$ cat src/rtl/systolic_skew_feeder_if.sv
// -----------------------------------------------------------------------------
// systolic_skew_feeder_if
//
// Bundles the buffer-load port, the start control and the array-facing
// outputs of systolic_skew_feeder.
//
//   wr_en / wr_sel / wr_row / wr_col / wr_data : element write into the A
//                                                (wr_sel=0) or B (wr_sel=1)
//                                                block buffer
//   start                                      : level-sampled pass request
//   west_data                                  : N lanes to the array rows
//   north_data                                 : N lanes to the array columns
//   arr_clr / busy / done                      : array clear, activity, and
//                                                pass-complete pulse
//
// master : the side that loads blocks and requests passes
// slave  : the feeder itself
// -----------------------------------------------------------------------------
interface systolic_skew_feeder_if #(
    parameter int BIT_WIDTH = 16,
    parameter int N         = 4
);
    localparam int RW = (N > 1) ? $clog2(N) : 1;

    logic                   wr_en;
    logic                   wr_sel;
    logic [RW-1:0]          wr_row;
    logic [RW-1:0]          wr_col;
    logic [BIT_WIDTH-1:0]   wr_data;
    logic                   start;
    logic [N*BIT_WIDTH-1:0] west_data;
    logic [N*BIT_WIDTH-1:0] north_data;
    logic                   arr_clr;
    logic                   busy;
    logic                   done;

    modport master (
        output wr_en, wr_sel, wr_row, wr_col, wr_data, start,
        input  west_data, north_data, arr_clr, busy, done
    );

    modport slave (
        input  wr_en, wr_sel, wr_row, wr_col, wr_data, start,
        output west_data, north_data, arr_clr, busy, done
    );
endinterface

$ cat src/rtl/systolic_skew_feeder.sv
// -----------------------------------------------------------------------------
// systolic_skew_feeder
//
// Input-side feeder for an N x N systolic multiply array. Holds one A block
// and one B block and, for each requested pass, drives the array edges:
//   CLEAR  (1 cycle)            : arr_clr high, all lanes zero
//   STREAM (2N-1 cycles, t)     : west lane i = A[i][t-i], north lane j =
//                                 B[t-j][j], zero outside the diagonal band
//   FLUSH  (FLUSH_CYCLES cycles): all lanes zero while the array drains
//   DONE   (1 cycle)            : done pulse, then back to IDLE
//
// Ports
//   clk  : rising-edge clock
//   rst  : synchronous, active-high reset (state, counter and all outputs)
//   bus  : systolic_skew_feeder_if.slave
//            wr_en/wr_sel/wr_row/wr_col/wr_data : buffer writes (IDLE only)
//            start                              : pass request (IDLE only)
//            west_data/north_data               : skewed lanes to the array
//            arr_clr/busy/done                  : array control and status
//
// Elements are carried bit-exact; no arithmetic touches the data path.
// -----------------------------------------------------------------------------
module systolic_skew_feeder #(
    parameter int BIT_WIDTH    = 16,
    parameter int N            = 4,
    parameter int FLUSH_CYCLES = N + 1
) (
    input  logic                    clk,
    input  logic                    rst,
    systolic_skew_feeder_if.slave   bus
);

    localparam int RW        = (N > 1) ? $clog2(N) : 1;
    localparam int STREAM_LEN = 2 * N - 1;
    localparam int MAX_CNT   = (STREAM_LEN > FLUSH_CYCLES) ? STREAM_LEN : FLUSH_CYCLES;
    localparam int CW        = $clog2(MAX_CNT + 1);

    typedef enum logic [2:0] {
        S_IDLE,
        S_CLEAR,
        S_STREAM,
        S_FLUSH,
        S_DONE
    } state_t;

    state_t state_q, state_d;
    logic [CW-1:0] cnt_q, cnt_d;

    // Block buffers are deliberately not reset: a reset only aborts a pass.
    logic [BIT_WIDTH-1:0] buf_a [N][N];
    logic [BIT_WIDTH-1:0] buf_b [N][N];

    logic [N*BIT_WIDTH-1:0] west_lanes;
    logic [N*BIT_WIDTH-1:0] north_lanes;

    logic [N*BIT_WIDTH-1:0] west_q,  west_d;
    logic [N*BIT_WIDTH-1:0] north_q, north_d;
    logic                   arr_clr_q, arr_clr_d;
    logic                   busy_q,    busy_d;
    logic                   done_q,    done_d;

    // -------------------------------------------------------------------------
    // Buffer load. Writes are accepted only while idle and out of reset, so
    // contents stay frozen for the whole pass. A write in the same cycle that
    // start is sampled still lands; the CLEAR cycle gives it time to be read
    // back at STREAM t=0.
    // -------------------------------------------------------------------------
    always_ff @(posedge clk) begin
        if (!rst && state_q == S_IDLE && bus.wr_en) begin
            if (bus.wr_sel) begin
                buf_b[bus.wr_row][bus.wr_col] <= bus.wr_data;
            end else begin
                buf_a[bus.wr_row][bus.wr_col] <= bus.wr_data;
            end
        end
    end

    // -------------------------------------------------------------------------
    // Sequencer: state register
    // -------------------------------------------------------------------------
    always_ff @(posedge clk) begin
        if (rst) begin
            state_q <= S_IDLE;
            cnt_q   <= '0;
        end else begin
            state_q <= state_d;
            cnt_q   <= cnt_d;
        end
    end

    // -------------------------------------------------------------------------
    // Sequencer: next state. The counter restarts at zero on every state
    // entry and indexes t while streaming.
    // -------------------------------------------------------------------------
    always_comb begin
        state_d = state_q;
        cnt_d   = cnt_q;
        case (state_q)
            S_IDLE: begin
                cnt_d = '0;
                if (bus.start) begin
                    state_d = S_CLEAR;
                end
            end
            S_CLEAR: begin
                state_d = S_STREAM;
                cnt_d   = '0;
            end
            S_STREAM: begin
                if (cnt_q == CW'(STREAM_LEN - 1)) begin
                    state_d = S_FLUSH;
                    cnt_d   = '0;
                end else begin
                    cnt_d = cnt_q + 1'b1;
                end
            end
            S_FLUSH: begin
                if (cnt_q == CW'(FLUSH_CYCLES - 1)) begin
                    state_d = S_DONE;
                    cnt_d   = '0;
                end else begin
                    cnt_d = cnt_q + 1'b1;
                end
            end
            S_DONE: begin
                // start is not looked at here, which guarantees one IDLE
                // cycle between back-to-back passes.
                state_d = S_IDLE;
                cnt_d   = '0;
            end
            default: begin
                state_d = S_IDLE;
                cnt_d   = '0;
            end
        endcase
    end

    // -------------------------------------------------------------------------
    // Diagonal skew. Lane k reads the buffer at offset (t - k); the lane is
    // zero when that offset falls outside 0..N-1. Lookups use the next-cycle
    // counter so the registered outputs line up with the state they belong to.
    // -------------------------------------------------------------------------
    for (genvar k = 0; k < N; k++) begin : g_lane
        logic [CW-1:0] off;
        logic          hit;

        assign off = cnt_d - CW'(k);

        if (k == 0) begin : g_first
            assign hit = (cnt_d < CW'(N));
        end else begin : g_rest
            assign hit = (cnt_d >= CW'(k)) && (cnt_d < CW'(k + N));
        end

        assign west_lanes[k*BIT_WIDTH +: BIT_WIDTH]  = hit ? buf_a[k][off[RW-1:0]] : '0;
        assign north_lanes[k*BIT_WIDTH +: BIT_WIDTH] = hit ? buf_b[off[RW-1:0]][k] : '0;
    end

    // -------------------------------------------------------------------------
    // Output decode from the next state, so every output is a plain register
    // that is valid in the same cycle as the state it describes.
    // -------------------------------------------------------------------------
    always_comb begin
        west_d    = '0;
        north_d   = '0;
        arr_clr_d = 1'b0;
        busy_d    = (state_d != S_IDLE);
        done_d    = (state_d == S_DONE);
        if (state_d == S_STREAM) begin
            west_d  = west_lanes;
            north_d = north_lanes;
        end
        if (state_d == S_CLEAR) begin
            arr_clr_d = 1'b1;
        end
    end

    // -------------------------------------------------------------------------
    // Output registers
    // -------------------------------------------------------------------------
    always_ff @(posedge clk) begin
        if (rst) begin
            west_q    <= '0;
            north_q   <= '0;
            arr_clr_q <= 1'b0;
            busy_q    <= 1'b0;
            done_q    <= 1'b0;
        end else begin
            west_q    <= west_d;
            north_q   <= north_d;
            arr_clr_q <= arr_clr_d;
            busy_q    <= busy_d;
            done_q    <= done_d;
        end
    end

    assign bus.west_data  = west_q;
    assign bus.north_data = north_q;
    assign bus.arr_clr    = arr_clr_q;
    assign bus.busy       = busy_q;
    assign bus.done       = done_q;

endmodule
$ cat src/flat_wrapper.sv
// flat-port wrapper written by rule: the top's interface ports become plain ports
module systolic_skew_feeder_flat 
#(
    parameter int BIT_WIDTH    = 16,
    parameter int N            = 4,
    parameter int FLUSH_CYCLES = N + 1
)
  (clk, rst, bus_wr_en, bus_wr_sel, bus_wr_row, bus_wr_col, bus_wr_data, bus_start, bus_west_data, bus_north_data, bus_arr_clr, bus_busy, bus_done);
  systolic_skew_feeder_if #(.BIT_WIDTH(BIT_WIDTH), .N(N)) bus_i ();
  input  logic clk;
  input  logic rst;
  input wire logic [$bits(bus_i.wr_en)-1:0] bus_wr_en;
  input wire logic [$bits(bus_i.wr_sel)-1:0] bus_wr_sel;
  input wire logic [$bits(bus_i.wr_row)-1:0] bus_wr_row;
  input wire logic [$bits(bus_i.wr_col)-1:0] bus_wr_col;
  input wire logic [$bits(bus_i.wr_data)-1:0] bus_wr_data;
  input wire logic [$bits(bus_i.start)-1:0] bus_start;
  output wire logic [$bits(bus_i.west_data)-1:0] bus_west_data;
  output wire logic [$bits(bus_i.north_data)-1:0] bus_north_data;
  output wire logic [$bits(bus_i.arr_clr)-1:0] bus_arr_clr;
  output wire logic [$bits(bus_i.busy)-1:0] bus_busy;
  output wire logic [$bits(bus_i.done)-1:0] bus_done;
  assign bus_i.wr_en = bus_wr_en;
  assign bus_i.wr_sel = bus_wr_sel;
  assign bus_i.wr_row = bus_wr_row;
  assign bus_i.wr_col = bus_wr_col;
  assign bus_i.wr_data = bus_wr_data;
  assign bus_i.start = bus_start;
  assign bus_west_data = bus_i.west_data;
  assign bus_north_data = bus_i.north_data;
  assign bus_arr_clr = bus_i.arr_clr;
  assign bus_busy = bus_i.busy;
  assign bus_done = bus_i.done;
  systolic_skew_feeder #(.BIT_WIDTH(BIT_WIDTH), .N(N), .FLUSH_CYCLES(FLUSH_CYCLES)) u_core (.clk(clk), .rst(rst), .bus(bus_i));
endmodule
$ cat config.mk
export PLATFORM = sky130hd
export DESIGN_NAME = systolic_skew_feeder_flat
export DESIGN_NICKNAME = d
export VERILOG_FILES = /design/src/rtl/systolic_skew_feeder_if.sv /design/src/rtl/systolic_skew_feeder.sv /design/src/flat_wrapper.sv
export SDC_FILE = /design/constraint.sdc
export NUM_CORES = 1
export LEC_CHECK = 0
export CORE_MARGIN = 8
export CORE_UTILIZATION = 42
export CTS_CLUSTER_SIZE = 8
export DETAILED_ROUTE_END_ITERATION = 10
export PLACE_DENSITY_LB_ADDON = 0.25
export REMOVE_ABC_BUFFERS = 1
export SLEW_MARGIN = 20
export SYNTH_ARGS = -nofsm -noshare
export SYNTH_HDL_FRONTEND = slang
export SYNTH_SLANG_ARGS = --single-unit
$ cat constraint.sdc
create_clock -name clk -period 4.1 [get_ports clk]
set_input_delay 0.615 -clock clk [delete_from_list [all_inputs] [get_ports clk]]
set_output_delay 0.615 -clock clk [all_outputs]
set_load 0.02 [all_outputs]
==> impl_metrics.env, run 1 <==
export IMPL_async_flop_share=0
export IMPL_combPwrFrac=0.050
export IMPL_clockBufferDepth=3
export IMPL_synth_edff_count=512
export IMPL_area_growth_pct=22.5
export IMPL_nNetsFinal=1632
export IMPL_clock_latency_ns=0.61
export IMPL_crit_path_end_kind="flop"
export IMPL_grt_ovfl_total=0
export IMPL_synth_top_flop_cell="edfxtp_1"
export IMPL_clk_pin_slew_ns=0.05
export IMPL_drt_initial_drc_count=779
export IMPL_clockPowerShare=0.463
export IMPL_ys_warn_count=0
export IMPL_ys_ff_latch=649
export IMPL_final_hold_violation_count=0
export IMPL_setup_violations_final=0
export IMPL_crit_top_cell="ha_1"
export IMPL_antenna_found_initial=6
export IMPL_cts_hold_buf=0
export IMPL_drc=0
export IMPL_worst_slew_pin_slew_ns=0.947
export IMPL_drt_first_pass_iters=5
export IMPL_cp_arrival_ns=3.89
export IMPL_die_w_um=252
export IMPL_drive_above_1_share=0.145
export IMPL_grt_usage=0.164
export IMPL_die_y_um=252
export IMPL_required_ns=4.62
export IMPL_gp_congestion=0.737
export IMPL_power_frac_seq=0.486
export IMPL_grt_max_degree=130
export IMPL_maxCapViolCount=0
export IMPL_fmax_mhz=297
export IMPL_ios=156
export IMPL_period_needed_ns=3.37
export IMPL_die_area_sq_mm=0.0635
export IMPL_skew_ns=0.0145
export IMPL_critPathLaunchType="flop"
export IMPL_status="finished clean"
export IMPL_cts_resized=0
export IMPL_max_stage_delay_ns=0.50
export IMPL_slew_violations=0
export IMPL_grt_pass1_vias=12800
export IMPL_rsz0062_at_grt="false"
export IMPL_routedWlPerCell_um=21.8
export IMPL_dp_hpwl_um=28800
export IMPL_path_cells="inv_1 -> ha_1 -> mux2_4 -> a21oi_4 -> nand2_4 -> inv_4 -> buf_12 -> ha_1 -> o221ai_4 -> buf_4 -> a211oi_1"
export IMPL_ir_drop_v=0.000355
export IMPL_core_area_sq_mm=0.0551
export IMPL_row_count=86
export IMPL_path_class="reg -> reg"
export IMPL_leakagePower_nw=9.18
export IMPL_critPathMaxFanout=129
export IMPL_p_int_mw=11.6
export IMPL_synth_cell_types=49
export IMPL_synthCells=1383
export IMPL_viasPerCell=5.13
export IMPL_switching_share=0.213
export IMPL_num_vias=12400
export IMPL_period_share=0.821
export IMPL_cts_buffers=91
export IMPL_design_area_sq_mm=0.0286
export IMPL_ant_nets=0
export IMPL_portBuffers=155
export IMPL_final_util=0.520
export IMPL_cts_tree="done"
export IMPL_drt_wl_total_um=53000
export IMPL_cp_slowest_cell="buf_12"
export IMPL_power_density_mw_per_mm2=515
export IMPL_post_cts_buffers=0
export IMPL_synth_seq_area_share=0.775
export IMPL_cts_root_buf="clkbuf_16"
export IMPL_hp_class="reg -> reg"
export IMPL_slew_limit_headroom=0.367
export IMPL_htreeDepth=3
export IMPL_cts_sinks=649
export IMPL_syn_avg_cell_area_sq_um=16.9
export IMPL_place_area_sq_mm=0.0260
export IMPL_initial_utilization=0.424
export IMPL_grt_pass1_wl_um=78900
export IMPL_syn_area_sq_mm=0.0234
export IMPL_p_switching_mw=3.13
==> state kept, by name, indices dropped and copies added, names as in the netlist <==
| name | count |
|---|---|
| u_core.bus.arr_clr | 1 |
| u_core.buf_b | 256 |
| u_core.state_q | 3 |
| u_core.bus.busy | 1 |
| u_core.bus.north_data | 64 |
| u_core.buf_a | 256 |
| u_core.bus.west_data | 64 |
| u_core.cnt_q | 3 |
| u_core.bus.done | 1 |
==> cells in the final DEF (no fill, tap or decap), types with 2 or more instances in the layout <==
master,synthesis,layout
buf_2,20,3
nor2_1,101,101
o21ai_2,0,2
ha_4,0,2
a211oi_2,58,57
dfxtp_1,137,136
a211oi_1,71,71
inv_6,0,3
clkbuf_16,0,93
buf_12,0,4
or2_2,2,2
nor2b_1,66,66
or3b_2,2,2
clkinv_8,0,2
mux2i_1,129,129
clkbuf_1,46,66
edfxtp_1,512,512
nand3_1,2,2
nand3b_1,3,3
diode_2,0,3
o22ai_1,32,32
clkdlybuf4s50_1,0,152
o311a_1,32,32
nand2b_1,5,5
ha_1,5,3
inv_1,4,4
nand2_1,3,3
a21oi_1,63,63
and3_1,2,2
buf_4,5,60
nor3_1,36,36
==> critical path, delay by kind of cell (launching register included) <==
kind / cells / cell delay [ns]
compound gates: 3 / 0.64
buf+inv: 4 / 1.08
flops: 1 / 0.34
simple gates: 1 / 0.31
mux: 1 / 0.32
fa+ha+maj: 2 / 0.57
==> final cells by class <==
type	count	area, sq um
inverter	5	21.3
tap	748	936
timing repair buffer	219	2070
antenna	3	7.51
multi-input combinational	636	4840
fill	4575	26500
clock buffer	159	2570
sequential	649	18100
clock inverter	6	67.6
==> power by group through the flow <==
stage | clock network (mW) | registers (mW) | logic (mW)
finish | 6.83 | 7.17 | 0.744
floorplan | 0 | 7.35 | 0.396
global placement | 0 | 7.30 | 0.743
global route | 7.29 | 7.17 | 0.803
CTS | 6.98 | 7.17 | 0.756
detailed placement | 0 | 7.30 | 0.754
==> worst paths after layout <==
path	endpoint	slack (ns)	from	cells after the start
setup / recovery	u_core.bus.west_data[29]	0.73	u_core.cnt_q[0]	11
setup reg to reg	u_core.bus.west_data[29]	0.73	u_core.cnt_q[0]	11
hold reg to reg	u_core.bus.west_data[37]	0.50	u_core.buf_a[2][5]	1
hold / removal	u_core.bus.west_data[37]	0.50	u_core.buf_a[2][5]	1
==> metal layers <==
metal / GRT usage / routed length [um] / vias to the layer above / share of wire
li1: - / - / 5840 / -
met1: 0.207 / 22900 / 6204 / 0.43
met2: 0.280 / 26400 / 303 / 0.50
met3: 0.0413 / 2770 / 77 / 0.052
met4: 0.0428 / 858 / 6 / 0.016
met5: 0 / 34 / - / 0.00064
==> metrics by stage <==
step	setup slack (ns)	setup TNS, ns	total power [mW]	std cells	hold slack (ns)
2_1_floorplan	-6.66	-630.98	7.74	1290	0.452
3_3_place_gp	0.706	0	8.04	2257	0.481
3_5_place_dp	0.641	0	8.05	2257	0.489
4_1_cts	0.611	0	14.9	2422	0.499
5_1_grt	0.463	0	15.3	2422	0.511
6_report	0.733	0	14.7	2425	0.499
==> synth_stat cells, types with 2 or more instances <==
cell,count,area (sq um)
buf_6,10,113
nand3b_1,3,22.5
dfxtp_1,137,2740
o311a_1,32,320
ha_1,5,62.6
o22ai_1,32,200
nor2_1,101,379
or3b_2,2,17.5
buf_2,20,100
mux2i_1,129,1290
a21oi_1,63,315
buf_4,5,37.5
nand2_1,3,11.3
clkbuf_1,46,173
nand3_1,2,10.0
edfxtp_1,512,15400
nor2b_1,66,413
and3_1,2,12.5
nand2b_1,5,31.3
nor3_1,36,180
inv_1,4,15.0
or2_2,2,12.5
a211oi_1,71,533
buf_1,12,45.0
a211oi_2,58,726
o21ai_1,2,10.0
==> logic make-up after synthesis <==
logic type,after synthesis,synth area share
AO/OA/AOI/OAI,271,0.0959
buffers and inverters,98,0.0208
adder cells (fa/ha/maj),5,0.00268
AND/OR/NAND/NOR,228,0.0488
multiplexers,130,0.0559
flip-flops,649,0.775
XOR/XNOR,2,0.00107
Power figures use the tool's default switching activity.
==> run 2: changes to the inputs <==
Clock period 4.1 ns to 3.48 ns, I/O delays scaled along.
==> run 2 against run 1 <==
  * Maximum frequency increased by 9.3%
  * Hold slack lost 0.010 ns
  * Count of clock-buffer cells in the layout increased by 1
  * Setup slack lost 0.33 ns
  * Sequential share of layout area shrank 0.055 points
  * Register-to-register slack lost 0.33 ns
  * Final cell count about the same
  * Power increased by 18%
  * Sequential power grew 18%
  * Sequential cell count did not move
  * Clock skew is 0.0020 ns higher
  * Critical endpoint is now u_core.bus.west_data[54]
==> impl_metrics.env, run 2 (synthesis results as in run 1) <==
export IMPL_drc=0
export IMPL_die_area_sq_mm=0.0635
export IMPL_initial_utilization=0.424
export IMPL_fin_tns_setup_ns=0
export IMPL_final_util=0.520
export IMPL_grt_usage=0.164
export IMPL_switching_share=0.211
export IMPL_skew_ns=0.0164
export IMPL_routedWlPerCell_um=21.9
export IMPL_setup_violations_final=0
export IMPL_combPwrFrac=0.051
export IMPL_required_ns=3.99
export IMPL_die_y_um=252
export IMPL_cp_slowest_cell="buf_4"
export IMPL_die_w_um=252
export IMPL_clock_latency_ns=0.61
export IMPL_drt_first_pass_iters=5
export IMPL_p_int_mw=13.7
export IMPL_cts_buffers=91
export IMPL_drive_above_1_share=0.143
export IMPL_hp_class="reg -> reg"
export IMPL_dp_cells=2260
export IMPL_final_hold_violation_count=0
export IMPL_gp_congestion=0.762
export IMPL_most_common_layout_cells="edfxtp_1 (512), clkdlybuf4s50_1 (155), dfxtp_1 (136)"
export IMPL_period_share=0.886
export IMPL_stdcell_count=2426
export IMPL_p_switching_mw=3.66
export IMPL_maxCapViolCount=0
export IMPL_row_count=86
export IMPL_antenna_found_initial=5
export IMPL_cts_hold_buf=0
export IMPL_htreeDepth=3
export IMPL_biggestRegsByFlops="u_core.buf_a: 256 flops, u_core.buf_b: 256 flops"
export IMPL_power_density_mw_per_mm2=605
export IMPL_area_growth_pct=22.6
export IMPL_crit_path_end_kind="flop"
export IMPL_viasPerCell=5.13
export IMPL_rsz0062_at_grt="false"
export IMPL_leakagePower_nw=9.19
export IMPL_cts_resized=0
export IMPL_num_vias=12400
export IMPL_slew_limit_headroom=0.331
export IMPL_post_cts_buffers=0
export IMPL_period_needed_ns=3.08
export IMPL_dp_hpwl_um=28800
export IMPL_nNetsFinal=1635
export IMPL_cts_tree="done"
export IMPL_drt_initial_drc_count=895
export IMPL_worst_slew_pin_slew_ns=1.00
export IMPL_clockPowerShare=0.462
export IMPL_ios=156
export IMPL_finalPower_mw=17.3
export IMPL_grt_max_degree=130
export IMPL_max_stage_delay_ns=0.76
export IMPL_fmax_mhz=324
export IMPL_layout_commonest_cell="edfxtp_1"
export IMPL_clockBufferDepth=3
export IMPL_critPathLaunchType="flop"
export IMPL_slew_violations=0
export IMPL_cp_arrival_ns=3.59
export IMPL_place_area_sq_mm=0.0260
export IMPL_status="finished clean"
export IMPL_path_class="reg -> reg"
export IMPL_grt_ovfl_total=0
export IMPL_cp_top_family="buffers and inverters"
export IMPL_core_area_sq_mm=0.0551
export IMPL_critPathMaxFanout=60
export IMPL_path_cells="buf_4 -> buf_4 -> nand2b_1 -> a2111o_1 -> o2111ai_4 -> buf_12 -> a211oi_2"
export IMPL_grt_pass1_vias=12800
export IMPL_nFillCells=4522
export IMPL_ant_nets=0
export IMPL_portBuffers=155
export IMPL_grt_pass1_wl_um=79800
export IMPL_ir_drop_v=0.000429
export IMPL_drt_wl_total_um=53100
export IMPL_path_buf_inv=3
export IMPL_clk_pin_slew_ns=0.05
export IMPL_cts_sinks=649
export IMPL_crit_top_cell="buf_4"
export IMPL_design_area_sq_mm=0.0287
export IMPL_cts_root_buf="clkbuf_16"
export IMPL_power_frac_seq=0.488
-- run 2: area by class of cell --
cell class                 count  area, sq um  share of cell area
sequential                   649        18100               0.632
inverter                       5         21.3            0.000742
tap                          748          936              0.0327
multi-input combinational    636         4840               0.169
timing repair buffer         222         2130              0.0743
clock inverter                 4         28.8             0.00100
antenna                        2         5.00            0.000175
clock buffer                 160         2580              0.0900
-- run 2: through the flow --
stage                     worst slack [ns]  hold slack (ns)
after global placement               0.452            0.479
after detailed placement             0.395            0.482
after CTS                            0.377            0.492
after floorplan                      -7.28            0.452
after global routing                 0.204            0.503
final                                0.398            0.489
-- run 2: power groups by stage --
stage	registers, mW	logic [mW]	clock network, mW
global route	8.44	0.955	8.49
CTS	8.45	0.899	8.18
detailed placement	8.60	0.896	0
floorplan	8.65	0.467	0
finish	8.45	0.882	8.00
global placement	8.60	0.883	0
-- run 2: final timing paths --
| kind | start | to | slack, ns | cells after the start |
|---|---|---|---|---|
| hold / removal | u_core.buf_a[2][15] | u_core.bus.west_data[47] | 0.49 | 1 |
| hold reg to reg | u_core.buf_a[2][15] | u_core.bus.west_data[47] | 0.49 | 1 |
| setup reg to reg | u_core.cnt_q[0] | u_core.bus.west_data[54] | 0.40 | 7 |
| setup / recovery | u_core.cnt_q[0] | u_core.bus.west_data[54] | 0.40 | 7 |
-- run 2: metal layers --
layer,GRT usage,wire length (um)
met1,0.211,23200
met2,0.273,25800
met3,0.0405,2880
met4,0.0488,1190
met5,0,26
-- run 2: worst reg2reg max path: cells and delay by family, from the launching register on --
| family | cells | cell delay (ns) |
|---|---|---|
| simple gates | 1 | 0.22 |
| buf+inv | 3 | 1.75 |
| flops | 1 | 0.35 |
| compound gates | 3 | 0.67 |
